## config.mk

```make
export PLATFORM = sky130hd
export DESIGN_NAME = spi_reg_arbiter
export DESIGN_NICKNAME = d
export VERILOG_FILES = /design/src/rtl/spi_arb_pkg.sv /design/src/rtl/spi_reg_bank.sv /design/src/rtl/spi_reg_arbiter.sv
export SDC_FILE = /design/constraint.sdc
export NUM_CORES = 1
export LEC_CHECK = 0
export BUFFER_PORTS_ARGS = -buffer_cell sky130_fd_sc_hd__buf_2
export CORE_ASPECT_RATIO = 0.6
export CORE_UTILIZATION = 37
export CTS_BUF_LIST = sky130_fd_sc_hd__clkbuf_4
export DETAILED_ROUTE_END_ITERATION = 10
export GPL_ROUTABILITY_DRIVEN = 0
export GPL_TIMING_DRIVEN = 0
export MAX_ROUTING_LAYER = met4
export RECOVER_POWER = 25
export SYNTH_ARGS = -nofsm -noshare
export SYNTH_HDL_FRONTEND = slang
export SYNTH_SLANG_ARGS = --single-unit
```

## constraint.sdc

```tcl
create_clock -name clk -period 4.3 [get_ports clk]
set_input_delay 0.645 -clock clk [delete_from_list [all_inputs] [get_ports clk]]
set_output_delay 0.645 -clock clk [all_outputs]
set_load 0.05 [all_outputs]
```

## src/rtl/spi_arb_pkg.sv

```systemverilog
// spi_arb_pkg
//   Shared types and constants for the SPI register arbiter.
//   - arb_state_t : arbiter FSM states
//   - grant_t     : which side was granted the bank last
//   - STAT_*_OFS  : status flag positions, counted down from the MSB of the
//                   status word so they stay correct for any REG_W >= 3
//   The round-robin grant policy is selected with the SPI_ARB_RR_EN macro.

package spi_arb_pkg;

    typedef enum logic [1:0] {
        ST_IDLE   = 2'd0,
        ST_SPI_WR = 2'd1,
        ST_HOST   = 2'd2
    } arb_state_t;

    typedef enum logic {
        GRANT_SPI  = 1'b0,
        GRANT_HOST = 1'b1
    } grant_t;

    localparam int STAT_OVERRUN_OFS  = 0;
    localparam int STAT_ADDR_ERR_OFS = 1;
    localparam int STAT_SPI_PEND_OFS = 2;

endpackage

```

## src/rtl/spi_reg_bank.sv

```systemverilog
// spi_reg_bank
//   Register storage with one write port and two combinational read ports.
//   Out-of-range writes are dropped and out-of-range reads return 0.
// Ports:
//   clk, rstb       clock, asynchronous active-low reset (clears the bank)
//   we              write enable for this cycle
//   waddr, wdata    write address/data
//   waddr_oor       waddr is outside the implemented registers
//   raddr_a/rdata_a combinational read port A (SPI side)
//   raddr_b/rdata_b combinational read port B (host side)
//   regs            flattened bank contents, register 0 in the LSBs

module spi_reg_bank
    import spi_arb_pkg::*;
#(
    parameter int REG_W    = 8,
    parameter int NUM_REGS = 8
) (
    input  logic                      clk,
    input  logic                      rstb,
    input  logic                      we,
    input  logic [REG_W-2:0]          waddr,
    input  logic [REG_W-1:0]          wdata,
    output logic                      waddr_oor,
    input  logic [REG_W-2:0]          raddr_a,
    output logic [REG_W-1:0]          rdata_a,
    input  logic [REG_W-2:0]          raddr_b,
    output logic [REG_W-1:0]          rdata_b,
    output logic [NUM_REGS*REG_W-1:0] regs
);

    logic [REG_W-1:0] bank [NUM_REGS];

    assign waddr_oor = (int'(waddr) >= NUM_REGS);

    // Storage; the address match below naturally drops out-of-range writes.
    always_ff @(posedge clk or negedge rstb) begin
        if (!rstb) begin
            for (int i = 0; i < NUM_REGS; i++) begin
                bank[i] <= '0;
            end
        end else if (we) begin
            for (int i = 0; i < NUM_REGS; i++) begin
                if (int'(waddr) == i) begin
                    bank[i] <= wdata;
                end
            end
        end
    end

    // Read port A; no match leaves the default 0 for out-of-range addresses.
    always_comb begin
        rdata_a = '0;
        for (int i = 0; i < NUM_REGS; i++) begin
            if (int'(raddr_a) == i) begin
                rdata_a = bank[i];
            end
        end
    end

    // Read port B, same behaviour as port A.
    always_comb begin
        rdata_b = '0;
        for (int i = 0; i < NUM_REGS; i++) begin
            if (int'(raddr_b) == i) begin
                rdata_b = bank[i];
            end
        end
    end

    genvar g;
    generate
        for (g = 0; g < NUM_REGS; g++) begin : g_flat
            assign regs[g*REG_W +: REG_W] = bank[g];
        end
    endgenerate

endmodule

```

## src/rtl/spi_reg_arbiter.sv

```systemverilog
// spi_reg_arbiter
//   Shares the single write port of spi_reg_bank between posted SPI writes
//   and a local host. SPI writes land in a one-entry pending buffer; the FSM
//   then grants each bank cycle to either the pending write or the host.
//   Build option: define SPI_ARB_RR_EN for round-robin grants; otherwise a
//   pending SPI write always wins.
// Ports:
//   clk, rstb                clock, asynchronous active-low reset
//   ena                      global enable, low freezes all state
//   spi_addr/wdata/we        SPI application write interface
//   spi_rdata                combinational read of bank[spi_addr]
//   host_req/wr/addr/wdata   host request, held until host_gnt
//   host_gnt                 access executes in this cycle
//   host_rdata/host_rvalid   registered read data, valid the cycle after grant
//   clr_err                  clears the sticky overrun/address-error flags
//   status                   {overrun, addr_err, spi_pend, zeros}
//   regs                     flattened bank contents

module spi_reg_arbiter
    import spi_arb_pkg::*;
#(
    parameter int REG_W    = 8,
    parameter int NUM_REGS = 8
) (
    input  logic                      clk,
    input  logic                      rstb,
    input  logic                      ena,
    input  logic [REG_W-2:0]          spi_addr,
    input  logic [REG_W-1:0]          spi_wdata,
    input  logic                      spi_we,
    output logic [REG_W-1:0]          spi_rdata,
    input  logic                      host_req,
    input  logic                      host_wr,
    input  logic [REG_W-2:0]          host_addr,
    input  logic [REG_W-1:0]          host_wdata,
    output logic                      host_gnt,
    output logic [REG_W-1:0]          host_rdata,
    output logic                      host_rvalid,
    input  logic                      clr_err,
    output logic [REG_W-1:0]          status,
    output logic [NUM_REGS*REG_W-1:0] regs
);

    arb_state_t        state;
    arb_state_t        state_nxt;
    logic              spi_pend;
    logic [REG_W-2:0]  pend_addr;
    logic [REG_W-1:0]  pend_data;
    logic              overrun;
    logic              addr_err;
    logic              rvalid_q;
    logic [REG_W-1:0]  host_rdata_q;

    logic              bank_we;
    logic [REG_W-2:0]  bank_waddr;
    logic [REG_W-1:0]  bank_wdata;
    logic              bank_waddr_oor;
    logic [REG_W-1:0]  bank_rdata_b;
    logic              set_overrun;
    logic              set_addr_err;

`ifdef SPI_ARB_RR_EN
    grant_t            last_grant;
`endif

    // In ST_HOST the write address doubles as the read address, so its range
    // check covers host reads as well as all writes.
    assign bank_waddr = (state == ST_SPI_WR) ? pend_addr : host_addr;
    assign bank_wdata = (state == ST_SPI_WR) ? pend_data : host_wdata;
    assign bank_we    = ena && ((state == ST_SPI_WR) ||
                                ((state == ST_HOST) && host_wr));

    spi_reg_bank #(
        .REG_W    (REG_W),
        .NUM_REGS (NUM_REGS)
    ) u_bank (
        .clk       (clk),
        .rstb      (rstb),
        .we        (bank_we),
        .waddr     (bank_waddr),
        .wdata     (bank_wdata),
        .waddr_oor (bank_waddr_oor),
        .raddr_a   (spi_addr),
        .rdata_a   (spi_rdata),
        .raddr_b   (host_addr),
        .rdata_b   (bank_rdata_b),
        .regs      (regs)
    );

    // A reload during ST_SPI_WR is expected traffic, not an overrun.
    assign set_overrun  = ena && spi_we && spi_pend && (state != ST_SPI_WR);
    assign set_addr_err = ena && (state != ST_IDLE) && bank_waddr_oor;

    // Next-state logic; only the IDLE decision differs between policies.
    always_comb begin
        state_nxt = state;
        case (state)
            ST_IDLE: begin
`ifdef SPI_ARB_RR_EN
                if (spi_pend && (!host_req || (last_grant == GRANT_HOST))) begin
`else
                if (spi_pend) begin
`endif
                    state_nxt = ST_SPI_WR;
                end else if (host_req) begin
                    state_nxt = ST_HOST;
                end
            end
            ST_SPI_WR: state_nxt = ST_IDLE;
            ST_HOST:   state_nxt = ST_IDLE;
            default:   state_nxt = ST_IDLE;
        endcase
    end

    always_ff @(posedge clk or negedge rstb) begin
        if (!rstb) begin
            state <= ST_IDLE;
        end else if (ena) begin
            state <= state_nxt;
        end
    end

`ifdef SPI_ARB_RR_EN
    // Remembers who was served last so contention alternates.
    always_ff @(posedge clk or negedge rstb) begin
        if (!rstb) begin
            last_grant <= GRANT_HOST;
        end else if (ena) begin
            if (state == ST_SPI_WR) begin
                last_grant <= GRANT_SPI;
            end else if (state == ST_HOST) begin
                last_grant <= GRANT_HOST;
            end
        end
    end
`endif

    // Pending buffer: a new strobe always wins over the commit-clear, which is
    // what keeps spi_pend set when a write is reloaded during ST_SPI_WR.
    always_ff @(posedge clk or negedge rstb) begin
        if (!rstb) begin
            spi_pend  <= 1'b0;
            pend_addr <= '0;
            pend_data <= '0;
        end else if (ena) begin
            if (spi_we) begin
                spi_pend  <= 1'b1;
                pend_addr <= spi_addr;
                pend_data <= spi_wdata;
            end else if (state == ST_SPI_WR) begin
                spi_pend  <= 1'b0;
            end
        end
    end

    // Sticky error flags; a new error in the clearing cycle wins.
    always_ff @(posedge clk or negedge rstb) begin
        if (!rstb) begin
            overrun  <= 1'b0;
            addr_err <= 1'b0;
        end else if (ena) begin
            overrun  <= set_overrun  | (overrun  & ~clr_err);
            addr_err <= set_addr_err | (addr_err & ~clr_err);
        end
    end

    // Host read return path, one cycle after the read grant.
    always_ff @(posedge clk or negedge rstb) begin
        if (!rstb) begin
            rvalid_q     <= 1'b0;
            host_rdata_q <= '0;
        end else if (ena) begin
            rvalid_q <= (state == ST_HOST) && !host_wr;
            if ((state == ST_HOST) && !host_wr) begin
                host_rdata_q <= bank_rdata_b;
            end
        end
    end

    assign host_gnt    = ena && (state == ST_HOST);
    assign host_rvalid = ena && rvalid_q;
    assign host_rdata  = host_rdata_q;

    always_comb begin
        status = '0;
        status[REG_W-1-STAT_OVERRUN_OFS]  = overrun;
        status[REG_W-1-STAT_ADDR_ERR_OFS] = addr_err;
        status[REG_W-1-STAT_SPI_PEND_OFS] = spi_pend;
    end

endmodule

```

==> flow_metrics.tcl <==
set metrics [dict create \
    status "complete, but fails checks" \
    violations "capacitance limit, slew limit" \
    tightest_slew_ns 1.630 \
    yosysTopAreaCell "dfrtp_1" \
    final_layout_size_suffix_gt1_frac 0.5029 \
    cts-root-buf "clkbuf_4" \
    finalHoldViolations 0 \
    fmax_mhz 239.4 \
    netlist_area_um2 4900 \
    crit_path_max_incr_delay_ns 0.75 \
    clk_latency_ns 0.47 \
    total_leakage_power_nw 2.916 \
    io_pins 127 \
    fp-row-count 32 \
    hold_slack_ns 0.4054 \
    rsz0062_at_grt "false" \
    hpwlAfterDp_mm 10.89 \
    design_area_um2 5892 \
    route.vias.total 3738 \
    setup_violations 0 \
    avgSynthCellArea_um2 12.93 \
    synth-seq-area-share 0.4750 \
    powerDensity_nw_per_um2 467.5 \
    synthTopCellsByArea "dfrtp_1 (47%), mux2_2 (18%), mux4_2 (11%)" \
    core_um2 12890 \
    dr.pass1.iters 4 \
    crit_required_ns 3.65 \
    period_share 0.9715 \
    slowest_stage "buf_1" \
    r2r_slack_ns 1.52 \
    first_global_vias 3763 \
    cts_tree "yes" \
    cts_hold_buf 0 \
    globalRouteTotalUtil 0.2312 \
    postCtsSetupBuffers 0 \
    start_kind "input port" \
    cts_made_buffers 9 \
    grt_max_degree 66 \
    maxCapViolCount 2 \
    clock-sinks 93 \
    cpMostUsedCell "buf_2" \
    syn_inst 379 \
    cts_resized 0 \
    power_w 0.002755 \
    grt-ovfl-total 0 \
    n_antenna_cell 0 \
    vdd_drop_max_mv 0.1940 \
    max_slew_margin -0.08683 \
    clkTransAtPathRegs_ns 0.14 \
    start_util 0.3800 \
    wl_mm 14.58 \
    grt_pass1_wl_mm 22.22 \
    dieHeight_um 91.14 \
    criticalPathCategory "in2out" \
    setup_tns_ns 0 \
    yosysTopAreaCellShare 0.4750 \
    dpl-instance-area_um2 5753 \
    worst_ep_arrival_time_ns 3.53 \
    drv_slew 96 \
    hold_class "in2reg" \
    clk_path_buf_depth 2 \
    final_nets 551 \
    fin_crit_ns 4.177 \
    final_common_cell "buf_2" \
    fp.dieW_um 150.6 \
    final_cell_mix "buf_2 (122), dfrtp_1 (93), mux2_2 (79)" \
    wl_per_cell_um 21.16 \
    htree_levels 3 \
    via_per_inst 5.425 \
    endpoint_kind "primary output" \
    fin_skew_ns 0.01599 \
    drcViolationCount 0 \
    area_growth_pct 20.25 \
    yosysWarnings 0 \
    ys_types 36 \
    crit_chain "buf_2, buf_1, clkbuf_1, inv_1, nor2_1, o2bb2ai_1, buf_2" \
    synth_seq_cells 93 \
    cp_max_fo 10 \
    portBuffers 119 \
    antenna_found_initial 0 \
    drtAntennaViolNets 0 \
    die-area_um2 13720 \
    drt_iter0_drc 290 \
]
[power breakdown]
group | internal, W | switching [W]
sequential | 0.00100 | 0.000122
clock | 0.000237 | 0.000313
combinational | 0.000323 | 0.000758
[cell usage after synthesis]
| cell type | n |
|---|---|
| nand2_1 | 43 |
| and2_1 | 2 |
| buf_1 | 2 |
| nand3_1 | 5 |
| nor3b_1 | 1 |
| o2bb2ai_1 | 4 |
| a21oi_1 | 6 |
| or2_2 | 1 |
| conb_1 | 1 |
| and3b_1 | 2 |
| dfrtp_1 | 93 |
| mux4_2 | 25 |
| inv_1 | 9 |
| nor2_1 | 9 |
| a311oi_1 | 1 |
| or4_4 | 1 |
| o21ai_0 | 16 |
| a211oi_4 | 8 |
| nor4bb_1 | 1 |
| a22oi_1 | 7 |
| a22o_1 | 2 |
| or3_1 | 1 |
| or3b_1 | 1 |
| clkbuf_1 | 16 |
| buf_4 | 8 |
| o211ai_1 | 1 |
| nand2b_1 | 3 |
| nor2b_1 | 2 |
| buf_2 | 4 |
| o22ai_1 | 5 |
| nand3b_1 | 1 |
| mux2_2 | 79 |
| nor4_1 | 2 |
| mux2i_1 | 14 |
| o21ai_1 | 2 |
| and4b_1 | 1 |
[logic make-up after synthesis]
group | share of synthesized area
buffers and inverters | 0.03703
other | 0.0007654
AO/OA/AOI/OAI | 0.08836
multiplexers | 0.3251
flip-flops | 0.4750
AND/OR/NAND/NOR | 0.07380
[worst paths after layout]
| kind | start | cells after the start | endpoint |
|---|---|---|---|
| worst max register to register | state[0]$_DFFE_PN0P_ | 6 | u_bank.regs[3]$_DFFE_PN0P_ |
| worst max-delay path | spi_addr[0] | 7 | spi_rdata[1] |
| min in group asynchronous | rstb | 1 | state[1]$_DFFE_PN0P_ |
| max in group asynchronous | rstb | 2 | u_bank.regs[16]$_DFFE_PN0P_ |
| worst min-delay path | spi_wdata[7] | 2 | pend_data[7]$_DFFE_PN0P_ |
| worst min register to register | host_rdata[0]$_DFFE_PN0P_ | 2 | host_rdata[0]$_DFFE_PN0P_ |
[through the flow]
step                      instances  utilization  setup slack [ns]
final                           689       0.4570            0.1227
after detailed placement        673       0.4462            0.2211
after CTS                       689       0.4590            0.2186
after floorplan                 383            -             1.109
after global placement          672       0.4439            0.2486
after global routing            689       0.4570           0.02407
[final cells by class]
type | count | area, um^2
Multi-Input combinational cell | 251 | 2406
Timing Repair Buffer | 120 | 599.3
Clock buffer | 9 | 67.56
Inverter | 9 | 33.78
Clock inverter | 7 | 97.59
Sequential cell | 93 | 2327
Buffer | 30 | 147.6
Tap cell | 170 | 212.7
Fill cell | 1191 | 7000
[flip-flops by register name (all words and copies together) (netlist names)]
register and count:
addr_err 1, host_rdata 8, overrun 1, pend_addr 7, pend_data 8, rvalid_q 1, spi_pend 1, state 2
u_bank.regs 64
[worst max-delay path, delay by kind of cell]
kind	cells	cell delay (ns)
buffers and inverters	5	2.12
AND/OR/NAND/NOR	1	0.55
AO/OA/AOI/OAI	1	0.21
[layer usage]
layer / vias to the layer above / part of all wire / track usage
met1: 1883 / 0.46 / 0.3287
met3: 15 / 0.11 / 0.06633
met4: 0 / 0.0091 / 0.04125
li1: 1656 / - / -
met2: 184 / 0.42 / 0.3291
met5: - / 0 / -
Note: power is estimated with default switching activity, not from simulation.
